**src/rtl/dmem_ctrl_pkg.sv**
```systemverilog
// -----------------------------------------------------------------------------
// dmem_ctrl_pkg
// Shared definitions for the data-memory access controller:
//   - dmem_state_t : controller FSM encoding (IDLE / BUSY / DONE)
//   - DMEM_TIMEOUT : default number of BUSY cycles allowed without bus_ack
//   - is_word_aligned() : word-alignment test on the two low address bits
// -----------------------------------------------------------------------------
package dmem_ctrl_pkg;

    typedef enum logic [1:0] {
        DMEM_IDLE = 2'd0,
        DMEM_BUSY = 2'd1,
        DMEM_DONE = 2'd2
    } dmem_state_t;

    localparam int DMEM_TIMEOUT = 64;

    // Only whole-word accesses are supported; the two low bits must be zero.
    function automatic logic is_word_aligned(input logic [1:0] addr_lsb);
        return (addr_lsb == 2'b00);
    endfunction

endpackage

```
**src/rtl/dmem_ctrl_timer.sv**
```systemverilog
// -----------------------------------------------------------------------------
// dmem_timer
// Clear/enable up-counter with a terminal-count flag, used to bound how long
// the controller waits for bus_ack.
// Ports:
//   i_clk     : clock, rising edge
//   i_rst_n   : asynchronous active-low reset (count -> 0)
//   i_clear   : synchronous clear, has priority over i_enable
//   i_enable  : increment by one
//   o_tc      : count has reached TIMEOUT_CYC-1
// -----------------------------------------------------------------------------
module dmem_timer #(
    parameter int TIMEOUT_CYC = 64
) (
    input  logic i_clk,
    input  logic i_rst_n,
    input  logic i_clear,
    input  logic i_enable,
    output logic o_tc
);

    localparam int CNT_W = $clog2(TIMEOUT_CYC);

    logic [CNT_W-1:0] r_count;

    always_ff @(posedge i_clk or negedge i_rst_n) begin
        if (!i_rst_n) begin
            r_count <= '0;
        end else if (i_clear) begin
            r_count <= '0;
        end else if (i_enable) begin
            r_count <= r_count + 1'b1;
        end
    end

    assign o_tc = (r_count == CNT_W'(TIMEOUT_CYC - 1));

endmodule

```
**src/rtl/dmem_ctrl.sv**
```systemverilog
// -----------------------------------------------------------------------------
// dmem_ctrl
// Data-memory access controller sitting behind mem_stage. Turns one load or
// store request into a single word transaction on a req/ack bus of variable
// latency, stalls the pipeline until it completes, and pulses mem_err on
// misaligned, illegal (load+store) or timed-out accesses.
// Ports:
//   clk, reset                 : clock and asynchronous active-low reset
//   ram_addr_mem, ram_data_mem : access address / store data from mem_stage
//   ram_read_enable            : load request
//   ram_write_enable           : store request
//   ram_data                   : last completed load value
//   mem_stall                  : freeze IF..MEM while an access is pending
//   mem_err                    : one-cycle error pulse (in the DONE cycle)
//   bus_req/bus_we/bus_addr/bus_wdata : bus request side, held until ack
//   bus_rdata/bus_ack          : bus response side
// -----------------------------------------------------------------------------
module dmem_ctrl
    import dmem_ctrl_pkg::*;
#(
    parameter int ADDR_W      = 32,
    parameter int DATA_W      = 32,
    parameter int TIMEOUT_CYC = DMEM_TIMEOUT
) (
    input  logic              clk,
    input  logic              reset,
    input  logic [ADDR_W-1:0] ram_addr_mem,
    input  logic [DATA_W-1:0] ram_data_mem,
    input  logic              ram_read_enable,
    input  logic              ram_write_enable,
    output logic [DATA_W-1:0] ram_data,
    output logic              mem_stall,
    output logic              mem_err,
    output logic              bus_req,
    output logic              bus_we,
    output logic [ADDR_W-1:0] bus_addr,
    output logic [DATA_W-1:0] bus_wdata,
    input  logic [DATA_W-1:0] bus_rdata,
    input  logic              bus_ack
);

    dmem_state_t       r_state;
    logic              r_bus_req;
    logic              r_bus_we;
    logic [ADDR_W-1:0] r_bus_addr;
    logic [DATA_W-1:0] r_bus_wdata;
    logic [DATA_W-1:0] r_ram_data;
    logic              r_mem_err;

    logic w_req;
    logic w_illegal;
    logic w_misaligned;
    logic w_timer_clear;
    logic w_timer_en;
    logic w_timer_tc;

    assign w_req        = ram_read_enable | ram_write_enable;
    assign w_illegal    = ram_read_enable & ram_write_enable;
    assign w_misaligned = !is_word_aligned(ram_addr_mem[1:0]);

    // The timer only runs in BUSY, so it always starts from zero on the first
    // BUSY cycle. An ack cycle does not count toward the timeout.
    assign w_timer_clear = (r_state != DMEM_BUSY);
    assign w_timer_en    = (r_state == DMEM_BUSY) && !bus_ack;

    dmem_timer #(
        .TIMEOUT_CYC (TIMEOUT_CYC)
    ) u_timer (
        .i_clk    (clk),
        .i_rst_n  (reset),
        .i_clear  (w_timer_clear),
        .i_enable (w_timer_en),
        .o_tc     (w_timer_tc)
    );

    always_ff @(posedge clk or negedge reset) begin
        if (!reset) begin
            r_state     <= DMEM_IDLE;
            r_bus_req   <= 1'b0;
            r_bus_we    <= 1'b0;
            r_bus_addr  <= '0;
            r_bus_wdata <= '0;
            r_ram_data  <= '0;
            r_mem_err   <= 1'b0;
        end else begin
            // mem_err is a single-cycle pulse; it is only set on entry to DONE.
            r_mem_err <= 1'b0;
            case (r_state)
                DMEM_IDLE: begin
                    if (w_req) begin
                        if (w_misaligned || w_illegal) begin
                            r_mem_err <= 1'b1;
                            r_state   <= DMEM_DONE;
                        end else begin
                            r_bus_req   <= 1'b1;
                            r_bus_we    <= ram_write_enable;
                            r_bus_addr  <= ram_addr_mem;
                            r_bus_wdata <= ram_data_mem;
                            r_state     <= DMEM_BUSY;
                        end
                    end
                end
                DMEM_BUSY: begin
                    // Ack is checked first so an ack on the last allowed
                    // cycle still completes normally.
                    if (bus_ack) begin
                        r_bus_req <= 1'b0;
                        if (!r_bus_we) begin
                            r_ram_data <= bus_rdata;
                        end
                        r_state <= DMEM_DONE;
                    end else if (w_timer_tc) begin
                        r_bus_req <= 1'b0;
                        r_mem_err <= 1'b1;
                        r_state   <= DMEM_DONE;
                    end
                end
                DMEM_DONE: begin
                    r_state <= DMEM_IDLE;
                end
                default: begin
                    r_state   <= DMEM_IDLE;
                    r_bus_req <= 1'b0;
                end
            endcase
        end
    end

    // Combinational so the pipeline freezes in the same cycle the request
    // appears; drops in DONE so mem_stage advances at the end of DONE.
    assign mem_stall = ((r_state == DMEM_IDLE) && w_req) || (r_state == DMEM_BUSY);

    assign ram_data  = r_ram_data;
    assign mem_err   = r_mem_err;
    assign bus_req   = r_bus_req;
    assign bus_we    = r_bus_we;
    assign bus_addr  = r_bus_addr;
    assign bus_wdata = r_bus_wdata;

endmodule
```
**config.mk**
```make
export PLATFORM = sky130hd
export DESIGN_NAME = dmem_ctrl
export DESIGN_NICKNAME = d
export VERILOG_FILES = /design/src/rtl/dmem_ctrl_pkg.sv /design/src/rtl/dmem_ctrl_timer.sv /design/src/rtl/dmem_ctrl.sv
export SDC_FILE = /design/constraint.sdc
export NUM_CORES = 1
export LEC_CHECK = 0
export CAP_MARGIN = 10
export CORE_AREA = 4 4 110 112
export DETAILED_ROUTE_END_ITERATION = 10
export DIE_AREA = 0 0 114 116
export PLACE_DENSITY = 0.76
export SETUP_SLACK_MARGIN = 0.15
export SYNTH_ARGS = -nofsm -noshare
export SYNTH_HDL_FRONTEND = slang
export SYNTH_SLANG_ARGS = --single-unit
```
**constraint.sdc**
```tcl
create_clock -name clk -period 4.69 [get_ports clk]
set_input_delay 1.407 -clock clk [delete_from_list [all_inputs] [get_ports clk]]
set_output_delay 1.407 -clock clk [all_outputs]
set_load 0.03 [all_outputs]
```
# Word-level counts from Yosys, hierarchy flattened
# Cells that the tools add are included.
# totals
regBits	107
latchBits	0
ramBits	0
rom_bits	0
inputBits	101
mem_count	0
# op_classes
n_addsub	1
multipliers	0
div_mod_pow	0
order_cmp	0
n_eq_ne	7
shifts	0
mux	17
bitwise_logic	5
reduce_logical	13
# op_table
op	n
$mux 6	2
$mux 1	8
$mux 2	4
$add 6x1->6 const B	1
$eq 6x6->1 const B	1
$reduce_and 3->1	2
$logic_not 2->1	2
$ne 2x2->1 const B	2
$pmux 2 s2	1
$reduce_and 4->1	1
$ne 3x2->1 const B	1
$not 1->1	3
$pmux 1 s3	1
$eq 2x1->1 const B	1
$eq 2x2->1 const B	1
$logic_and 1x1->1	2
$logic_not 1->1	2
$logic_or 1x1->1	2
$ne 2x1->1 const B	1
$pmux 1 s2	1
$reduce_and 2->1	1
$reduce_bool 2->1	1
$and 1x1->1	1
$or 1x1->1	1

# Depth between registers and ports, before layout
# logic_depth
ltp_word	6
mapped_depth	5
depth_no_buf	4

# Modules after synthesis
# From an unflattened synthesis, not the netlist that was laid out.
# unflattened
cells_unflattened	255
hier_area_um2	4191.5
# modules_own_cells
module	n_inst	cells_per_inst	area_per_inst_um2	seq_area_each_um2
dmem_ctrl	1	227	3910.0	2527.4
dmem_timer	1	28	281.5	150.1

# Least setup slack after synthesis
# OpenSTA, ideal clock, no wires.
# synth_timing
path_kind	input to output
from	input ram_write_enable
to	output mem_stall
arrival_time_ns	2.007
slack_ns	1.276
cell_stages	2
path_buffers	0
path_cell_list	inv_1 > a31oi_1
# synth_between
elab_chain_len	3
# synth_lines
item	line	text
start: declaration	dmem_ctrl.sv:30	input logic ram_write_enable,
$or 1x1->1	dmem_ctrl.sv:57	assign w_req = ram_read_enable | ram_write_enable;
$logic_and 1x1->1	dmem_ctrl.sv:131	assign mem_stall = ((r_state == DMEM_IDLE) && w_req) || (r_state == DMEM_BUSY);
$logic_or 1x1->1	dmem_ctrl.sv:131	
end: declaration	dmem_ctrl.sv:32	output logic mem_stall,
# No other way between the ends.

# Worst setup path in the final report
# layout_timing
from	input ram_read_enable
to	output mem_stall
# layout_between
elab_chain_len	3
# layout_lines
item	line	text
start: declaration	dmem_ctrl.sv:29	input logic ram_read_enable,
$or 1x1->1	dmem_ctrl.sv:57	
$logic_and 1x1->1	dmem_ctrl.sv:131	
$logic_or 1x1->1	dmem_ctrl.sv:131	
# No other way between the ends.

==> results.ini <==
[run_status]
status = finished, final reports clean

[finish]
drive_gt1_share_pct = 24.0
layout.nets = 563
multiInputGateArea_sq_um = 1540
fillers = 914
stdcell_count = 609
seqCellArea_sq_um = 2680
syn_to_final_growth_pct = 54.5
finish.utilization_pct = 59.8
antenna_cells = 0

[pwr]
p_clk_share_pct = 17.5
seqPwrFrac_pct = 35.5
p_sw_share_pct = 35.8
p_sw_w = 0.00143
powerDensity_nw_per_um2 = 594
combPwrFrac_pct = 47.0
p_leak_nw = 3.00
cell_internal_pwr_w = 0.00256
vdd_drop_max_uv = 372

[global_route]
grt_max_degree = 78
grt_pass1_wl_um = 16200
grt.total_usage_pct = 15.6
antenna_found_initial = 0
grt_overflow = 0
grt_pass1_vias = 3170

[floorplan]
die_w_um = 114
ioPinCount = 201
core_sq_um = 11200
num_rows = 39
start_util_pct = 38.7
die_h_um = 116
dieArea_sq_um = 13200

[synthesis]
synth_top_cell_area_share_pct = 61.7
ys_async_sr_fraction_pct = 100
yosysWarnings = 0
yosysTopAreaCell = dfrtp_1
syn_nets = 361
synth-edff-count = 0
ys_seq_area_share_pct = 61.7
synth.most_common_cell = dfrtp_1
synthCells = 259
synth_commonest_cells = 107 x dfrtp_1, 47 x mux2_4, 45 x mux2_2, 9 x buf_6, 6 x nor2_1
synth_ff_type = dfrtp_1
syn_avg_cell_area_sq_um = 16.8
ys_types = 32
synth_area_leaders = dfrtp_1 62%, mux2_4 16%, mux2_2 12%
synth.cell_area_sq_um = 4340
ys_seq_elements = 107

[sta]
skew_ns = 0.00438
setup-tns-final_ns = 0
slew_viol_final = 0
rsz0062_at_grt = no
min_period_ns = 4.30
finalCritPeriodShare_pct = 91.7
fmax_mhz = 233
worstMarginPinSlew_ns = 1.12
finalSetupViolations = 0
hold_violations = 0
slew-limit-headroom_pct = 25.1
holdWs_ns = 0.491

[worst_setup_path]
crit_slowest_cell = clkdlybuf4s50_1
crit_chain = clkdlybuf4s50_1, inv_1, a31oi_1, clkdlybuf4s50_1
critPathArrivalTime_ns = 2.89
cp-start-kind = primary input
startpoint = ram_read_enable
path_common_cell = clkdlybuf4s50_1
crit_path_max_incr_delay_ns = 0.69
worstSetupPathType = primary input to output port
critPathRequiredTime_ns = 3.28
regToRegStartpoint = r_state[1]$_DFFE_PN0P_
path_max_fanout = 5
end_kind = output port

[drt]
drc = 0
wire_per_inst_um = 17.1
firstDrtPassIters = 4
via_count = 2854
dr.first_iter.drc_count = 111
wl_met1_um = 4130
vias_per_cell = 4.69
dr_wl_met3_um = 689
postRouteAntennaNets = 0
routed_wl_um = 10400
topRoutingLayerUsed = met4
met2_length_um = 5390

[run]
drv_cap = 0

[placement]
dp_hpwl_um = 7760
gp_congestion = 0.777
dpl.cell_count = 593
portBuffers = 200

[clocking]
clk_latency_ns = 0.33
clockBufferDepth = 2
root_buffer = clkbuf_16
htreeDepth = 3
path_clk_slew_ns = 0.06
cts_resized = 0
cts_buffers = 9
post_cts.repair.setup_buffers = 0
cts_tree = done
numClockSinks = 107
postCtsHoldBufs = 0

[hold_path]
hold_path_startpoint = ram_data[2]$_DFFE_PN0P_
hold_path.class = flop to flop

-- critical path: cells and delay by family --
family	cells	cell delay [ns]
AO/OA/AOI/OAI	1	0.16
buffers and inverters	3	1.33
-- cell type report --
type,instances,area share (%)
Sequential cell,107,39.9
Timing Repair Buffer,203,30.1
Multi-Input combinational cell,136,23.0
Clock buffer,14,3.94
Tap cell,143,2.67
Inverter,4,0.224
Clock inverter,2,0.149
-- per-stage QoR --
| stage | cell area (sq um) | setup slack [ns] | total power, W |
|---|---|---|---|
| after floorplan | 4340 | 1.28 | 0.00246 |
| after global placement | 6430 | 0.403 | 0.00328 |
| after detailed placement | 6430 | 0.388 | 0.00332 |
| after CTS | 6710 | 0.392 | 0.00404 |
| after global routing | 6710 | 0.298 | 0.00418 |
| final | 6710 | 0.389 | 0.00399 |
-- sequential cells by signal (all words and copies together), names as in the netlist --
signal           flops
bus_we               1
r_state              2
bus_req              1
bus_wdata           32
mem_err              1
ram_data            32
u_timer.r_count      6
bus_addr            32
-- final timing paths --
path / end / slack (ns) / depth (start not counted)
min in group asynchronous: ram_data[4]$_DFFE_PN0P_ / 1.24 / 1
setup reg to reg: bus_wdata[15]$_DFFE_PN0P_ / 2.44 / 3
setup / recovery: mem_stall / 0.39 / 4
hold reg to reg: ram_data[2]$_DFFE_PN0P_ / 0.49 / 1
max in group asynchronous: bus_wdata[14]$_DFFE_PN0P_ / 2.64 / 2
hold / removal: ram_data[2]$_DFFE_PN0P_ / 0.49 / 1
-- cell usage in the layout, fill, tap and decap left out, types with 3 or more instances in the layout --
master           count
nand2_1              3
dfrtp_1            107
mux2_2              45
inv_1                4
mux2_4              47
clkdlybuf4s50_1    199
a21oi_1              3
clkbuf_1             3
buf_4                4
xor2_1               4
clkbuf_16            9
nor2_1               6
-- power by group through the flow --
stage / logic (W) / registers [W] / clock network (W)
after detailed placement: 0.00189 / 0.00143 / 0
after global placement: 0.00187 / 0.00141 / 0
after CTS: 0.00190 / 0.00142 / 0.000721
after floorplan: 0.000421 / 0.00204 / 0
final: 0.00187 / 0.00142 / 0.000696
after global routing: 0.00195 / 0.00146 / 0.000765
-- cell families (layout without fill, tap and decap cells) --
logic type	count (synthesis)	in the layout	synth area share, %
flops	107	107	61.7
mux	95	95	28.7
simple gates	22	22	3.37
buf+inv	16	223	3.00
compound gates	13	13	1.99
xor+xnor	5	5	1.01
fa+ha+maj	1	1	0.288
-- layer usage --
layer / vias up / global-route usage, %
met5: - / 0
met4: 0 / 6.49
met3: 14 / 4.65
met2: 104 / 26.4
met1: 1417 / 18.6
li1: 1319 / -
Note: power is estimated with default switching activity, not from simulation.
